File: config.mk
export PLATFORM = sky130hd
export DESIGN_NAME = i2c_reg_init_seq_flat
export DESIGN_NICKNAME = d
export VERILOG_FILES = /design/src/rtl/i2c_reg_init_seq_if.sv /design/src/rtl/i2c_reg_init_seq.sv /design/src/flat_wrapper.sv
export SDC_FILE = /design/constraint.sdc
export NUM_CORES = 1
export LEC_CHECK = 0
export ABC_AREA = 0
export BUFFER_PORTS_ARGS = -buffer_cell sky130_fd_sc_hd__buf_2
export CAP_MARGIN = 20
export CORE_AREA = 4 4 100 102
export DETAILED_ROUTE_END_ITERATION = 12
export DIE_AREA = 0 0 104 106
export GPL_ROUTABILITY_DRIVEN = 0
export MAX_ROUTING_LAYER = met4
export PLACE_DENSITY = 0.85
export SYNTH_ARGS = -nofsm -noshare
export SYNTH_HDL_FRONTEND = slang
export SYNTH_SLANG_ARGS = --single-unit
File: constraint.sdc
create_clock -name Clk -period 4.6 [get_ports Clk]
set_input_delay 0.46 -clock Clk [delete_from_list [all_inputs] [get_ports Clk]]
set_output_delay 0.46 -clock Clk [all_outputs]
set_load 0.01 [all_outputs]
File: src/rtl/i2c_reg_init_seq_if.sv
// Byte-write handshake between the register-init sequencer and an I2C byte-write master.
interface i2c_reg_init_seq_if;
    logic       wr_req;
    logic [6:0] wr_dev;
    logic [7:0] wr_reg;
    logic [7:0] wr_data;
    logic       wr_done;
    logic       wr_nack;

    modport master (
        output wr_req,
        output wr_dev,
        output wr_reg,
        output wr_data,
        input  wr_done,
        input  wr_nack
    );

    modport slave (
        input  wr_req,
        input  wr_dev,
        input  wr_reg,
        input  wr_data,
        output wr_done,
        output wr_nack
    );
endinterface

File: src/rtl/i2c_reg_init_seq.sv
// Power-up register-initialisation sequencer: waits a power-up delay, then writes a table
// of register/data pairs over an I2C byte-write master with NACK/timeout retry.
module i2c_reg_init_seq #(
    parameter int         PWRUP_DLY = 60000,
    parameter int         N_REGS    = 8,
    parameter logic [6:0] DEV_ADDR  = 7'h57,
    parameter int         RETRY_MAX = 3,
    parameter int         TIMEOUT   = 50000,
    parameter int         GAP       = 16
) (
    input  logic                  Clk,
    input  logic                  Rst_n,
    input  logic [N_REGS*16-1:0]  cfg_table,
    input  logic                  reinit,
    i2c_reg_init_seq_if.master    bus,
    output logic                  busy,
    output logic                  init_done,
    output logic                  init_err,
    output logic [7:0]            err_idx,
    output logic [2:0]            state_cnt,
    output logic [7:0]            idx
);

    localparam int DLY_W = (PWRUP_DLY > 1) ? $clog2(PWRUP_DLY + 1) : 1;
    localparam int TO_W  = (TIMEOUT > 1) ? $clog2(TIMEOUT + 1) : 1;
    localparam int GAP_W = (GAP > 1) ? $clog2(GAP + 1) : 1;
    localparam int RTY_W = $clog2(RETRY_MAX + 2);

    typedef enum logic [2:0] {
        S_DLY   = 3'd0,
        S_ISSUE = 3'd1,
        S_WAIT  = 3'd2,
        S_GAP   = 3'd3,
        S_DONE  = 3'd4,
        S_ERR   = 3'd5
    } state_t;

    state_t             state_r;
    logic [DLY_W-1:0]   dly_cnt_r;
    logic [TO_W-1:0]    to_cnt_r;
    logic [GAP_W-1:0]   gap_cnt_r;
    logic [RTY_W-1:0]   retry_r;
    logic [7:0]         idx_r;
    logic [7:0]         err_idx_r;
    logic               wr_req_r;
    logic [6:0]         wr_dev_r;
    logic [7:0]         wr_reg_r;
    logic [7:0]         wr_data_r;
    logic               busy_r;
    logic               init_done_r;
    logic               init_err_r;
    logic [15:0]        entry_s;
    logic               last_s;

    // Table entry selected by the current index (one-hot AND-OR mux, no wide shifter).
    always_comb begin
        entry_s = 16'h0000;
        for (int i = 0; i < N_REGS; i++) begin
            entry_s = entry_s | ({16{idx_r == 8'(i)}} & cfg_table[16*i +: 16]);
        end
    end

    assign last_s = (idx_r == 8'(N_REGS - 1));

    // Sequencer FSM; all outputs are registered here.
    always_ff @(posedge Clk or negedge Rst_n) begin
        if (!Rst_n) begin
            state_r     <= S_DLY;
            dly_cnt_r   <= '0;
            to_cnt_r    <= '0;
            gap_cnt_r   <= '0;
            retry_r     <= '0;
            idx_r       <= 8'd0;
            err_idx_r   <= 8'd0;
            wr_req_r    <= 1'b0;
            wr_dev_r    <= DEV_ADDR;
            wr_reg_r    <= 8'd0;
            wr_data_r   <= 8'd0;
            busy_r      <= 1'b1;
            init_done_r <= 1'b0;
            init_err_r  <= 1'b0;
        end else begin
            wr_req_r <= 1'b0;
            case (state_r)
                S_DLY: begin
                    if (dly_cnt_r == DLY_W'(PWRUP_DLY - 1)) begin
                        dly_cnt_r <= '0;
                        state_r   <= S_ISSUE;
                    end else begin
                        dly_cnt_r <= dly_cnt_r + 1'b1;
                    end
                end
                S_ISSUE: begin
                    wr_dev_r  <= DEV_ADDR;
                    wr_reg_r  <= entry_s[15:8];
                    wr_data_r <= entry_s[7:0];
                    wr_req_r  <= 1'b1;
                    to_cnt_r  <= '0;
                    state_r   <= S_WAIT;
                end
                S_WAIT: begin
                    // wr_done wins over a coincident timeout expiry
                    if (bus.wr_done && !bus.wr_nack) begin
                        retry_r <= '0;
                        if (GAP == 0) begin
                            if (last_s) begin
                                init_done_r <= 1'b1;
                                busy_r      <= 1'b0;
                                state_r     <= S_DONE;
                            end else begin
                                idx_r   <= idx_r + 8'd1;
                                state_r <= S_ISSUE;
                            end
                        end else begin
                            gap_cnt_r <= '0;
                            state_r   <= S_GAP;
                        end
                    end else if (bus.wr_done || (to_cnt_r == TO_W'(TIMEOUT - 1))) begin
                        if (retry_r < RTY_W'(RETRY_MAX)) begin
                            retry_r <= retry_r + 1'b1;
                            state_r <= S_ISSUE;
                        end else begin
                            err_idx_r  <= idx_r;
                            init_err_r <= 1'b1;
                            busy_r     <= 1'b0;
                            state_r    <= S_ERR;
                        end
                    end else begin
                        to_cnt_r <= to_cnt_r + 1'b1;
                    end
                end
                S_GAP: begin
                    if (gap_cnt_r == GAP_W'(GAP - 1)) begin
                        gap_cnt_r <= '0;
                        if (last_s) begin
                            init_done_r <= 1'b1;
                            busy_r      <= 1'b0;
                            state_r     <= S_DONE;
                        end else begin
                            idx_r   <= idx_r + 8'd1;
                            state_r <= S_ISSUE;
                        end
                    end else begin
                        gap_cnt_r <= gap_cnt_r + 1'b1;
                    end
                end
                S_DONE, S_ERR: begin
                    if (reinit) begin
                        init_done_r <= 1'b0;
                        init_err_r  <= 1'b0;
                        idx_r       <= 8'd0;
                        retry_r     <= '0;
                        dly_cnt_r   <= '0;
                        busy_r      <= 1'b1;
                        state_r     <= S_DLY;
                    end else begin
                        state_r <= state_r;
                    end
                end
                default: begin
                    dly_cnt_r   <= '0;
                    retry_r     <= '0;
                    idx_r       <= 8'd0;
                    init_done_r <= 1'b0;
                    init_err_r  <= 1'b0;
                    busy_r      <= 1'b1;
                    state_r     <= S_DLY;
                end
            endcase
        end
    end

    assign bus.wr_req  = wr_req_r;
    assign bus.wr_dev  = wr_dev_r;
    assign bus.wr_reg  = wr_reg_r;
    assign bus.wr_data = wr_data_r;
    assign busy        = busy_r;
    assign init_done   = init_done_r;
    assign init_err    = init_err_r;
    assign err_idx     = err_idx_r;
    assign state_cnt   = state_r;
    assign idx         = idx_r;

endmodule

File: src/flat_wrapper.sv
// flat-port wrapper written by rule: the top's interface ports become plain ports
module i2c_reg_init_seq_flat 
#(
    parameter int         PWRUP_DLY = 60000,
    parameter int         N_REGS    = 8,
    parameter logic [6:0] DEV_ADDR  = 7'h57,
    parameter int         RETRY_MAX = 3,
    parameter int         TIMEOUT   = 50000,
    parameter int         GAP       = 16
)
  (Clk, Rst_n, cfg_table, reinit, busy, init_done, init_err, err_idx, state_cnt, idx, bus_wr_req, bus_wr_dev, bus_wr_reg, bus_wr_data, bus_wr_done, bus_wr_nack);
  i2c_reg_init_seq_if bus_i ();
  input  logic Clk;
  input  logic Rst_n;
  input  logic [N_REGS*16-1:0] cfg_table;
  input  logic reinit;
  output logic busy;
  output logic init_done;
  output logic init_err;
  output logic [7:0] err_idx;
  output logic [2:0] state_cnt;
  output logic [7:0] idx;
  output wire logic [$bits(bus_i.wr_req)-1:0] bus_wr_req;
  output wire logic [$bits(bus_i.wr_dev)-1:0] bus_wr_dev;
  output wire logic [$bits(bus_i.wr_reg)-1:0] bus_wr_reg;
  output wire logic [$bits(bus_i.wr_data)-1:0] bus_wr_data;
  input wire logic [$bits(bus_i.wr_done)-1:0] bus_wr_done;
  input wire logic [$bits(bus_i.wr_nack)-1:0] bus_wr_nack;
  assign bus_wr_req = bus_i.wr_req;
  assign bus_wr_dev = bus_i.wr_dev;
  assign bus_wr_reg = bus_i.wr_reg;
  assign bus_wr_data = bus_i.wr_data;
  assign bus_i.wr_done = bus_wr_done;
  assign bus_i.wr_nack = bus_wr_nack;
  i2c_reg_init_seq #(.PWRUP_DLY(PWRUP_DLY), .N_REGS(N_REGS), .DEV_ADDR(DEV_ADDR), .RETRY_MAX(RETRY_MAX), .TIMEOUT(TIMEOUT), .GAP(GAP)) u_core (.Clk(Clk), .Rst_n(Rst_n), .cfg_table(cfg_table), .reinit(reinit), .bus(bus_i), .busy(busy), .init_done(init_done), .init_err(init_err), .err_idx(err_idx), .state_cnt(state_cnt), .idx(idx));
endmodule
==> impl_metrics.py, run 1 <==
metrics = {
    "die": {
        "core_um2": 9110,
        "die_x_um": 104,
        "fp.dieH_um": 106,
        "start_util_pct": 53.2,
        "rows": 35,
        "die_area_um2": 11000,
        "io_pins": 179,
    },
    "synthesis": {
        "syn_area_um2": 4850,
        "synth_top_area_cell": "dfrtp_1",
        "synth_most_common_cell": "dfrtp_1",
        "seq_area_frac_synth_pct": 40.8,
        "synth-main-ff-cell": "dfrtp_1",
        "synth.distinct_cells": 72,
        "yosysTopAreaCellShare_pct": 40.2,
        "synthCells": 529,
        "ys_warn_count": 0,
        "synth_commonest_cells": "78 x dfrtp_1, 50 x nand2_1, 50 x nor2_1",
        "ys_seq_elements": 79,
        "synth_enable_flop_cells": 0,
        "avgSynthCellArea_um2": 9.17,
        "ys_top_cells_by_area": "dfrtp_1 40%, mux2_2 3.9%, a22oi_1 3.9%",
        "synthArstFlopShare_pct": 100,
    },
    "sta": {
        "hold_viol_final": 0,
        "period_needed_ns": 2.87,
        "fin_ws_ns": 1.73,
        "clock_skew_ns": 0.0160,
        "worstMarginPinSlew_ns": 0.965,
        "slew_headroom_pct": 35.7,
        "period_share_pct": 62.4,
        "setup_viol": 0,
        "setup_tns_ns": 0,
        "rsz0062_at_grt": "false",
        "max_freq_mhz": 349,
        "finalMaxSlewViolations": 0,
    },
    "clock_network": {
        "clockBufferDepth": 2,
        "cts_tree": "yes",
        "clkSinkCount": 79,
        "path_clk_slew_ns": 0.09,
        "root_buffer": "clkbuf_8",
        "cts_htree_levels": 3,
        "cts_buffers": 9,
        "postCtsSetupBuffers": 0,
        "clk_latency_ns": 0.35,
    },
    "drt": {
        "routed_wl_mm": 14.9,
        "wire_per_inst_um": 18.6,
        "via_count": 5069,
        "ant_nets": 0,
        "vias_per_cell": 6.34,
        "post-route-drc-count": 0,
        "first_pass_iters": 7,
        "first_iter_violations": 688,
    },
    "global_routing": {
        "antenna_found_initial": 0,
        "grt_use_total_pct": 26.9,
        "overflow": 0,
        "grt_max_degree": 80,
        "first_global_vias": 4689,
        "grt_pass1_wl_mm": 23.5,
    },
    "critical_path": {
        "worst-endpoint-arrival_ns": 3.17,
        "crit_required_ns": 4.90,
        "crit_fanout": 22,
        "setup.worst_path.class": "reg2reg",
        "end_kind": "flip-flop",
        "cp-start-kind": "flip-flop",
    },
    "pwr": {
        "p_per_area_nw_per_um2": 451,
        "power.leakage_nw": 2.77,
        "total_power_w": 0.00268,
        "ir_worst_vdd_mv": 0.290,
    },
    "place": {
        "place_hpwl_mm": 11.0,
        "place_ws_ns": 1.86,
        "port_buffers": 171,
    },
    "layout": {
        "antenna_cells": 0,
        "nets": 824,
        "reg.largest.list": "u_core.dly_cnt_r: 16 flops, u_core.to_cnt_r: 16 flops",
        "multi_input_area_um2": 2660,
        "drive_above_1_share_pct": 31.5,
        "ff_latch_area_um2": 1980,
        "n_fill_cell": 725,
        "syn_to_final_growth_pct": 22.6,
    },
    "flow_run": {
        "cap_violations": 0,
    },
    "min_path": {
        "hp-class": "in2reg",
    },
    "status": {
        "status": "complete, no violations",
    },
}
worst max-delay path, cell delays in order (launching register included):
cell,delay [ns]
dfrtp_1,0.46
inv_1,0.16
ha_1,0.79
nor4b_1,0.46
nor3b_1,0.42
a22oi_1,0.15
o211ai_1,0.21
o32a_1,0.16
through the flow:
step / instance area [µm²] / util (%) / instances / hold slack, ns
after floorplan: 4870 / - / 534 / 0.164
after global placement: 5680 / 62.4 / 780 / 0.459
after detailed placement: 5680 / 62.4 / 780 / 0.467
after CTS: 5880 / 64.6 / 796 / 0.307
after global routing: 5950 / 65.3 / 799 / 0.381
final: 5950 / 65.3 / 799 / 0.373
layout make-up:
class | instances | share of cell area (%)
Multi-Input combinational cell | 409 | 44.8
Sequential cell | 79 | 33.3
Timing Repair Buffer | 176 | 15.8
Clock buffer | 12 | 2.44
Tap cell | 111 | 2.34
Clock inverter | 4 | 0.905
Inverter | 8 | 0.505
per-layer routing:
layer  track usage [%]  part of all wire [%]  vias up
li1                  -                     -     2291
met4              9.12                   2.2        0
met3              6.62                   9.8       32
met1              36.5                    40     2463
met2              39.5                    48      283
met5                 -                     0        -
layout by cell type, fill, tap and decap left out, types with 5 or more instances in the layout:
cell type  count
a222oi_1       7
conb_1         7
dfrtp_1       78
buf_2        170
mux2_2        17
inv_1          6
nor2_1        50
nor3_1         5
nand2_1       50
xor2_1        13
nand4_1       13
nand3_1       31
a22oi_1       25
or3_1          5
o21ai_1        9
xnor2_1        6
and3_1         8
clkbuf_8      10
a21oi_1       16
o21ai_0       21
o211ai_1       6
o31ai_1        5
o22ai_1       10
a31oi_1       10
a22o_1         5
ha_1           8
mux2i_1       10
where the power goes:
| part | internal (W) | switching, W |
|---|---|---|
| combinational | 0.000437 | 0.000685 |
| clock | 0.000268 | 0.000257 |
| sequential | 0.000853 | 0.000183 |
| total | 0.00156 | 0.00112 |
logic make-up after synthesis:
group	Yosys count	share of synthesized area, %
muxes	27	6.01
other	2	0.155
buffers and inverters	46	4.70
xor gates and xnor gates	19	3.43
DFF	79	40.8
and+or+nand+nor	203	22.1
adders and majority gates	8	2.06
AOI/OAI and AO/OA	145	20.8
final timing paths:
check | startpoint | cells past startpoint | slack [ns] | endpoint
setup reg to reg | u_core.idx[1]$_DFFE_PN0P_ | 7 | 1.73 | u_core.bus.wr_reg[2]$_DFFE_PN0P_
setup / recovery | u_core.idx[1]$_DFFE_PN0P_ | 7 | 1.73 | u_core.bus.wr_reg[2]$_DFFE_PN0P_
hold / removal | cfg_table[85] | 3 | 0.37 | u_core.bus.wr_data[5]$_DFFE_PN0P_
min in group asynchronous | Rst_n | 2 | 0.45 | u_core.dly_cnt_r[14]$_DFFE_PN0P_
max in group asynchronous | Rst_n | 3 | 3.57 | u_core.busy$_DFFE_PN1P_
hold reg to reg | u_core.bus.wr_reg[7]$_DFFE_PN0P_ | 2 | 0.48 | u_core.bus.wr_reg[7]$_DFFE_PN0P_
repair_timing:
action | CTS | global route
setup endpoints to repair | 0 | 0
hold buffers | 0 | 1
resized for setup | 0 | 0
hold endpoints to repair | 0 | 4
Note: power is estimated with default switching activity, not from simulation.
==> run 2, diff against run 1 <==
--- a/config.mk
+++ b/config.mk
@@ -5,15 +5,15 @@
 export SDC_FILE = /design/constraint.sdc
 export NUM_CORES = 1
 export LEC_CHECK = 0
-export ABC_AREA = 0
+export ABC_AREA = 1
 export BUFFER_PORTS_ARGS = -buffer_cell sky130_fd_sc_hd__buf_2
 export CAP_MARGIN = 20
-export CORE_AREA = 4 4 100 102
+export CORE_AREA = 4 4 114 116
 export DETAILED_ROUTE_END_ITERATION = 12
-export DIE_AREA = 0 0 104 106
+export DIE_AREA = 0 0 118 120
 export GPL_ROUTABILITY_DRIVEN = 0
 export MAX_ROUTING_LAYER = met4
-export PLACE_DENSITY = 0.85
+export PLACE_DENSITY = 0.76
 export SYNTH_ARGS = -nofsm -noshare
 export SYNTH_HDL_FRONTEND = slang
 export SYNTH_SLANG_ARGS = --single-unit
==> constraint.sdc (replaced) <==
create_clock -name Clk -period 2.5 [get_ports Clk]
set_input_delay 0.25 -clock Clk [delete_from_list [all_inputs] [get_ports Clk]]
set_output_delay 0.25 -clock Clk [all_outputs]
set_load 0.01 [all_outputs]
==> impl_metrics.py, run 2 <==
metrics = {
    "layout": {
        "syn_to_final_growth_pct": 23.2,
        "antenna_cells": 0,
        "layout_common_cells": "276 x nand2_1, 170 x buf_2, 88 x nor2_1, 78 x dfrtp_1, 77 x nand3_1",
        "drive_above_1_share_pct": 26.5,
        "nets": 1109,
        "reg.largest.list": "u_core.dly_cnt_r: 16 flops, u_core.to_cnt_r: 16 flops",
        "mostFrequentLayoutCell": "nand2_1",
    },
    "clock_network": {
        "holdBufCountCts": 1,
        "clk_latency_ns": 0.34,
        "root_buffer": "clkbuf_16",
        "clkSinkCount": 79,
        "clockBufferDepth": 2,
        "cts_tree": "yes",
        "postCtsSetupBuffers": 0,
        "cts_resized": 0,
        "path_clk_slew_ns": 0.06,
        "cts_htree_levels": 3,
        "cts_buffers": 9,
    },
    "critical_path": {
        "slowest_delay_ns": 0.43,
        "r2r_setup_slack_ns": 0.42,
        "crit_fanout": 18,
        "critPathSlowestCell": "dfrtp_1",
        "path_cells": "inv_2, nand2_1, nor2_4, nand3_2, nand2_1, inv_2, nand2_1, o21ai_0",
        "cp-start-kind": "flip-flop",
        "crit_required_ns": 2.70,
        "reg2reg_depth": 8,
        "endpoint": "u_core.to_cnt_r[12]$_DFFE_PN0P_",
        "worst-endpoint-arrival_ns": 2.29,
        "worst_path_most_repeated_cell": "nand2_1",
        "r2r-start": "u_core.state_cnt[2]$_DFFE_PN0P_",
        "setup.worst_path.class": "reg2reg",
        "critPathLaunch": "u_core.state_cnt[2]$_DFFE_PN0P_",
        "end_kind": "flip-flop",
        "timing.rr.end": "u_core.to_cnt_r[12]$_DFFE_PN0P_",
    },
    "drt": {
        "first_pass_iters": 5,
        "vias_per_cell": 5.15,
        "post-route-drc-count": 0,
        "ant_nets": 0,
        "via_count": 5772,
        "first_iter_violations": 440,
        "wire_per_inst_um": 14.6,
        "routed_wl_mm": 16.4,
    },
    "sta": {
        "period_needed_ns": 2.08,
        "worstMarginPinSlew_ns": 0.670,
        "rsz0062_at_grt": "false",
        "hold_viol_final": 0,
        "max_freq_mhz": 480,
        "finalMaxSlewViolations": 0,
        "slew_headroom_pct": 55.2,
        "period_share_pct": 83.4,
        "setup_tns_ns": 0,
        "setup_viol": 0,
        "clock_skew_ns": 0.00658,
    },
    "place": {
        "place_hpwl_mm": 12.6,
        "port_buffers": 171,
    },
    "die": {
        "fp.dieH_um": 120,
        "die_x_um": 118,
        "start_util_pct": 46.1,
        "core_um2": 11900,
        "rows": 40,
        "die_area_um2": 14200,
        "io_pins": 179,
    },
    "pwr": {
        "combPwrFrac_pct": 44.6,
        "p_clk_share_pct": 24.2,
        "ir_worst_vdd_mv": 0.450,
        "p_sw_w": 0.00251,
        "p_int_w": 0.00344,
        "p_seq_share_pct": 31.2,
        "swShare_pct": 42.2,
        "total_power_w": 0.00595,
        "p_per_area_nw_per_um2": 879,
        "power.leakage_nw": 3.51,
    },
    "global_routing": {
        "first_global_vias": 5550,
        "grt_use_total_pct": 23.4,
        "overflow": 0,
        "grt_pass1_wl_mm": 26.6,
        "antenna_found_initial": 0,
        "grt_max_degree": 80,
    },
    "synthesis": {
        "synth_most_common_cell": "nand2_1",
        "avgSynthCellArea_um2": 6.88,
        "synth_top_area_cell": "dfrtp_1",
        "synth_commonest_cells": "276 x nand2_1, 88 x nor2_1, 78 x dfrtp_1",
        "synthCells": 799,
        "synth-main-ff-cell": "dfrtp_1",
        "ys_seq_elements": 79,
        "ys_warn_count": 0,
        "seq_area_frac_synth_pct": 36.0,
        "synth_enable_flop_cells": 0,
        "synth.distinct_cells": 42,
        "synthArstFlopShare_pct": 100,
        "ys_top_cells_by_area": "dfrtp_1 36%, nand2_1 19%, nand3_1 7.0%",
        "syn_area_um2": 5500,
        "yosysTopAreaCellShare_pct": 35.5,
    },
    "min_path": {
        "hp-class": "in2reg",
    },
    "flow_run": {
        "cap_violations": 0,
    },
    "status": {
        "status": "complete, no violations",
    },
}
## run 2: cell count changes in the layout (fill, tap and decap cells not counted), moves of 11 or more
cell	previous run	this run
nand2_1	50	276
inv_1	6	60
nand3_1	31	77
nor2_1	50	88
a22oi_1	25	0
mux2_2	17	0
or2_2	1	18
inv_2	0	11
## run 2: layout make-up
class	count	area (µm²)
Fill cell	1128	5140
Multi-Input combinational cell	631	3110
Sequential cell	79	1980
Timing Repair Buffer	176	911
Inverter	71	267
Clock buffer	11	243
Tap cell	147	184
Clock inverter	5	81.3
## run 2: kinds of logic (layout without fill, tap and decap cells)
| family | after synthesis | count (layout) | share of synthesized area (%) |
|---|---|---|---|
| xor+xnor | 15 | 15 | 2.39 |
| flops | 79 | 79 | 36.0 |
| fa+ha+maj | 8 | 8 | 1.82 |
| simple gates | 521 | 521 | 43.0 |
| other cells | 2 | 7 | 0.137 |
| buf+inv | 94 | 263 | 7.76 |
| compound gates | 80 | 80 | 8.86 |
## run 2: metal layers
layer	global-route usage (%)	share of wire [%]
met2	37.2	47
met5	-	0
met1	31.7	45
met3	2.92	6.3
met4	7.11	1.8
## run 2: worst min path at each step
| stage | from | endpoint | slack [ns] | depth (start not counted) |
|---|---|---|---|---|
| 2_1_floorplan | Rst_n | u_core.bus.wr_data[0]$_DFFE_PN0P_ | -0.05 | 0 |
| 3_3_place_gp | Rst_n | u_core.to_cnt_r[7]$_DFFE_PN0P_ | 0.31 | 2 |
| 3_5_place_dp | Rst_n | u_core.to_cnt_r[7]$_DFFE_PN0P_ | 0.32 | 2 |
| 4_1_cts | cfg_table[23] | u_core.bus.wr_data[7]$_DFFE_PN0P_ | 0.22 | 5 |
| 5_1_grt | cfg_table[23] | u_core.bus.wr_data[7]$_DFFE_PN0P_ | 0.25 | 5 |
| 6_report | cfg_table[14] | u_core.bus.wr_reg[6]$_DFFE_PN0P_ | 0.23 | 5 |
## run 2: critical path, delay by kind of cell (launching register included)
kind                   cells  cell delay, ns
DFF                        1            0.43
AOI/OAI and AO/OA          1            0.07
and+or+nand+nor            5            1.07
buffers and inverters      2            0.38
## run 2: power groups by stage
stage / Combinational, W / Clock (W) / Sequential [W]
finish: 0.00265 / 0.00144 / 0.00186
global route: 0.00298 / 0.00152 / 0.00190
CTS: 0.00265 / 0.00146 / 0.00186
detailed placement: 0.00264 / 0 / 0.00186
global placement: 0.00259 / 0 / 0.00187
floorplan: 0.00180 / 0 / 0.00190
## run 2: through the flow
step	hold WS, ns	cell area, µm²	setup slack [ns]	cells	util, %
finish	0.230	6770	0.415	1120	56.9
global route	0.247	6770	0.177	1120	56.9
CTS	0.221	6770	0.425	1120	56.9
detailed placement	0.316	6440	0.426	1103	54.1
global placement	0.312	6440	0.492	1103	54.1
floorplan	-0.0456	5520	0.829	804	-
==> run 3, diff against run 2 <==
--- a/config.mk
+++ b/config.mk
@@ -8,12 +8,12 @@
 export ABC_AREA = 1
 export BUFFER_PORTS_ARGS = -buffer_cell sky130_fd_sc_hd__buf_2
 export CAP_MARGIN = 20
-export CORE_AREA = 4 4 114 116
+export CORE_AREA = 4 4 108 110
 export DETAILED_ROUTE_END_ITERATION = 12
-export DIE_AREA = 0 0 118 120
+export DIE_AREA = 0 0 112 114
 export GPL_ROUTABILITY_DRIVEN = 0
 export MAX_ROUTING_LAYER = met4
-export PLACE_DENSITY = 0.76
+export PLACE_DENSITY = 0.81
 export SYNTH_ARGS = -nofsm -noshare
 export SYNTH_HDL_FRONTEND = slang
 export SYNTH_SLANG_ARGS = --single-unit
==> constraint.sdc (replaced) <==
create_clock -name Clk -period 2 [get_ports Clk]
set_input_delay 0.2 -clock Clk [delete_from_list [all_inputs] [get_ports Clk]]
set_output_delay 0.2 -clock Clk [all_outputs]
set_load 0.01 [all_outputs]
==> impl_metrics.py, run 3 (synthesized netlist as in run 2, its figures left out) <==
metrics = {
    "global_routing": {
        "grtUsageMet3_pct": 4.08,
        "grt_max_degree": 34,
        "top_usage_layer": "met2",
        "first_global_vias": 5520,
        "grt.met2_usage_pct": 39.8,
        "overflow": 0,
        "grt_use_total_pct": 25.8,
        "antenna_found_initial": 0,
        "grt_pass1_wl_mm": 26.3,
        "use_met1_pct": 35.1,
    },
    "place": {
        "port_buffers": 171,
        "placed_area_um2": 6550,
        "place_hpwl_mm": 12.6,
        "place_ws_ns": 0.209,
    },
    "clock_network": {
        "root_buffer": "clkbuf_8",
        "path_clk_slew_ns": 0.08,
        "cts_htree_levels": 3,
        "cts_buffers": 9,
        "clockBufferDepth": 2,
        "cts_tree": "yes",
        "clk_latency_ns": 0.36,
        "postCtsSetupBuffers": 0,
        "clkSinkCount": 79,
    },
    "sta": {
        "clock_skew_ns": 0.0103,
        "setup_viol": 0,
        "holdWs_ns": 0.158,
        "max_freq_mhz": 543,
        "period_needed_ns": 1.84,
        "hold_viol_final": 0,
        "fin_ws_ns": 0.157,
        "rsz0062_at_grt": "false",
        "finalMaxSlewViolations": 0,
        "setup_tns_ns": 0,
        "period_share_pct": 92.1,
    },
    "critical_path": {
        "end_kind": "flip-flop",
        "worst-endpoint-arrival_ns": 2.15,
        "reg2reg_depth": 10,
        "path_cells": "inv_1, ha_1, nand2_1, nor2_4, nand2_1, nand2_1, nor2_1, nand3_1, nand2_1, inv_1",
        "cp_num_buf_inv": 2,
        "crit_fanout": 16,
        "r2r-start": "u_core.idx[0]$_DFFE_PN0P_",
        "cp-start-kind": "flip-flop",
        "setup.worst_path.class": "reg2reg",
        "critPathTopFamily": "simple AND/OR/NAND/NOR gates",
        "worst_path_most_repeated_cell": "nand2_1",
        "crit_required_ns": 2.30,
        "slowest_delay_ns": 0.43,
        "critPathSlowestCell": "dfrtp_1",
        "timing.rr.end": "u_core.bus.wr_data[5]$_DFFE_PN0P_",
        "r2r_setup_slack_ns": 0.16,
    },
    "min_path": {
        "hold_depth": 5,
        "hold_end": "u_core.bus.wr_data[3]$_DFFE_PN0P_",
        "hp-class": "in2reg",
        "hold_path.startpoint": "cfg_table[3]",
    },
    "die": {
        "start_util_pct": 51.4,
        "rows": 38,
        "fp.dieH_um": 114,
        "core_um2": 10700,
        "io_pins": 179,
        "die_x_um": 112,
        "die_area_um2": 12800,
    },
    "drt": {
        "post-route-drc-count": 0,
        "wire_per_inst_um": 14.4,
        "ant_nets": 0,
        "via_count": 5928,
        "first_pass_iters": 5,
        "vias_per_cell": 5.24,
        "first_iter_violations": 367,
        "routed_wl_mm": 16.2,
    },
    "layout": {
        "drive_above_1_share_pct": 28.3,
        "mostFrequentLayoutCell": "nand2_1",
        "syn_to_final_growth_pct": 23.7,
        "final_area_um2": 6800,
        "antenna_cells": 0,
        "nets": 1127,
        "utilization_pct": 63.6,
        "layout_common_cells": "276 x nand2_1, 170 x buf_2, 87 x nor2_1, 78 x dfrtp_1, 76 x nand3_1",
        "reg.largest.list": "u_core.dly_cnt_r: 16 flops, u_core.to_cnt_r: 16 flops",
    },
    "pwr": {
        "power.leakage_nw": 3.54,
        "ir_worst_vdd_mv": 0.629,
        "p_per_area_nw_per_um2": 1050,
    },
    "flow_run": {
        "cap_violations": 0,
    },
    "status": {
        "status": "complete, no violations",
    },
}
run 3: changes by cell type in the layout (fill, tap and decap cells not counted), sizes merged:
| cell | previous run | this run |
|---|---|---|
| buf | 175 | 193 |
| clkbuf | 11 | 9 |
| clkinv | 2 | 3 |
| clkinvlp | 1 | 2 |
run 3: per-layer routing:
layer | share of wire (%) | wire (µm) | up-vias
met1 | 43 | 6990 | 2676
li1 | - | - | 2923
met4 | 2.5 | 402 | 0
met2 | 47 | 7640 | 287
met3 | 7.5 | 1210 | 42
met5 | 0 | 0 | -
run 3: how the worst max path moves through the flow:
stage	start	end	slack (ns)	cells past startpoint
6_report	u_core.idx[0]$_DFFE_PN0P_	u_core.bus.wr_data[5]$_DFFE_PN0P_	0.16	10
3_5_place_dp	u_core.idx[0]$_DFFE_PN0P_	u_core.bus.wr_data[5]$_DFFE_PN0P_	0.21	10
3_3_place_gp	u_core.idx[0]$_DFFE_PN0P_	u_core.bus.wr_data[5]$_DFFE_PN0P_	0.23	10
4_1_cts	u_core.idx[0]$_DFFE_PN0P_	u_core.bus.wr_data[5]$_DFFE_PN0P_	0.18	10
5_1_grt	u_core.idx[0]$_DFFE_PN0P_	u_core.bus.wr_data[5]$_DFFE_PN0P_	0.02	10
2_1_floorplan	u_core.idx[1]$_DFFE_PN0P_	u_core.idx[3]$_DFFE_PN0P_	0.33	9
run 3: layout make-up:
class                   count  area, µm²
inverters                  71        269
repair buffers            194       1030
multi-input cells         631       3120
clock inverters             7       97.6
well taps                 140        175
clock buffers               9        124
fillers                   973       3900
flip-flops and latches     79       1980
run 3: report_power, final:
group / switching (W) / internal (W)
Combinational: 0.00216 / 0.00129
Sequential: 0.000331 / 0.00199
Clock: 0.000637 / 0.000705
Total: 0.00313 / 0.00399
run 3: worst register-to-register path: stages (launching register included):
cell,delay (ns)
dfrtp_1,0.43
inv_1,0.23
ha_1,0.22
nand2_1,0.09
nor2_4,0.37
nand2_1,0.10
nand2_1,0.08
nor2_1,0.05
nand3_1,0.13
nand2_1,0.06
inv_1,0.05
run 3: per-stage QoR:
step | power, W | std cells
6_report | 0.00712 | 1131
5_1_grt | 0.00767 | 1131
4_1_cts | 0.00710 | 1131
3_5_place_dp | 0.00574 | 1114
3_3_place_gp | 0.00567 | 1114
2_1_floorplan | 0.00463 | 804
run 3: repair_timing:
item                                    CTS  global route
endpoints found under the setup margin    0             6
resized for setup                         0             5
hold buffers                              1             0
endpoints found under the hold margin    30             0
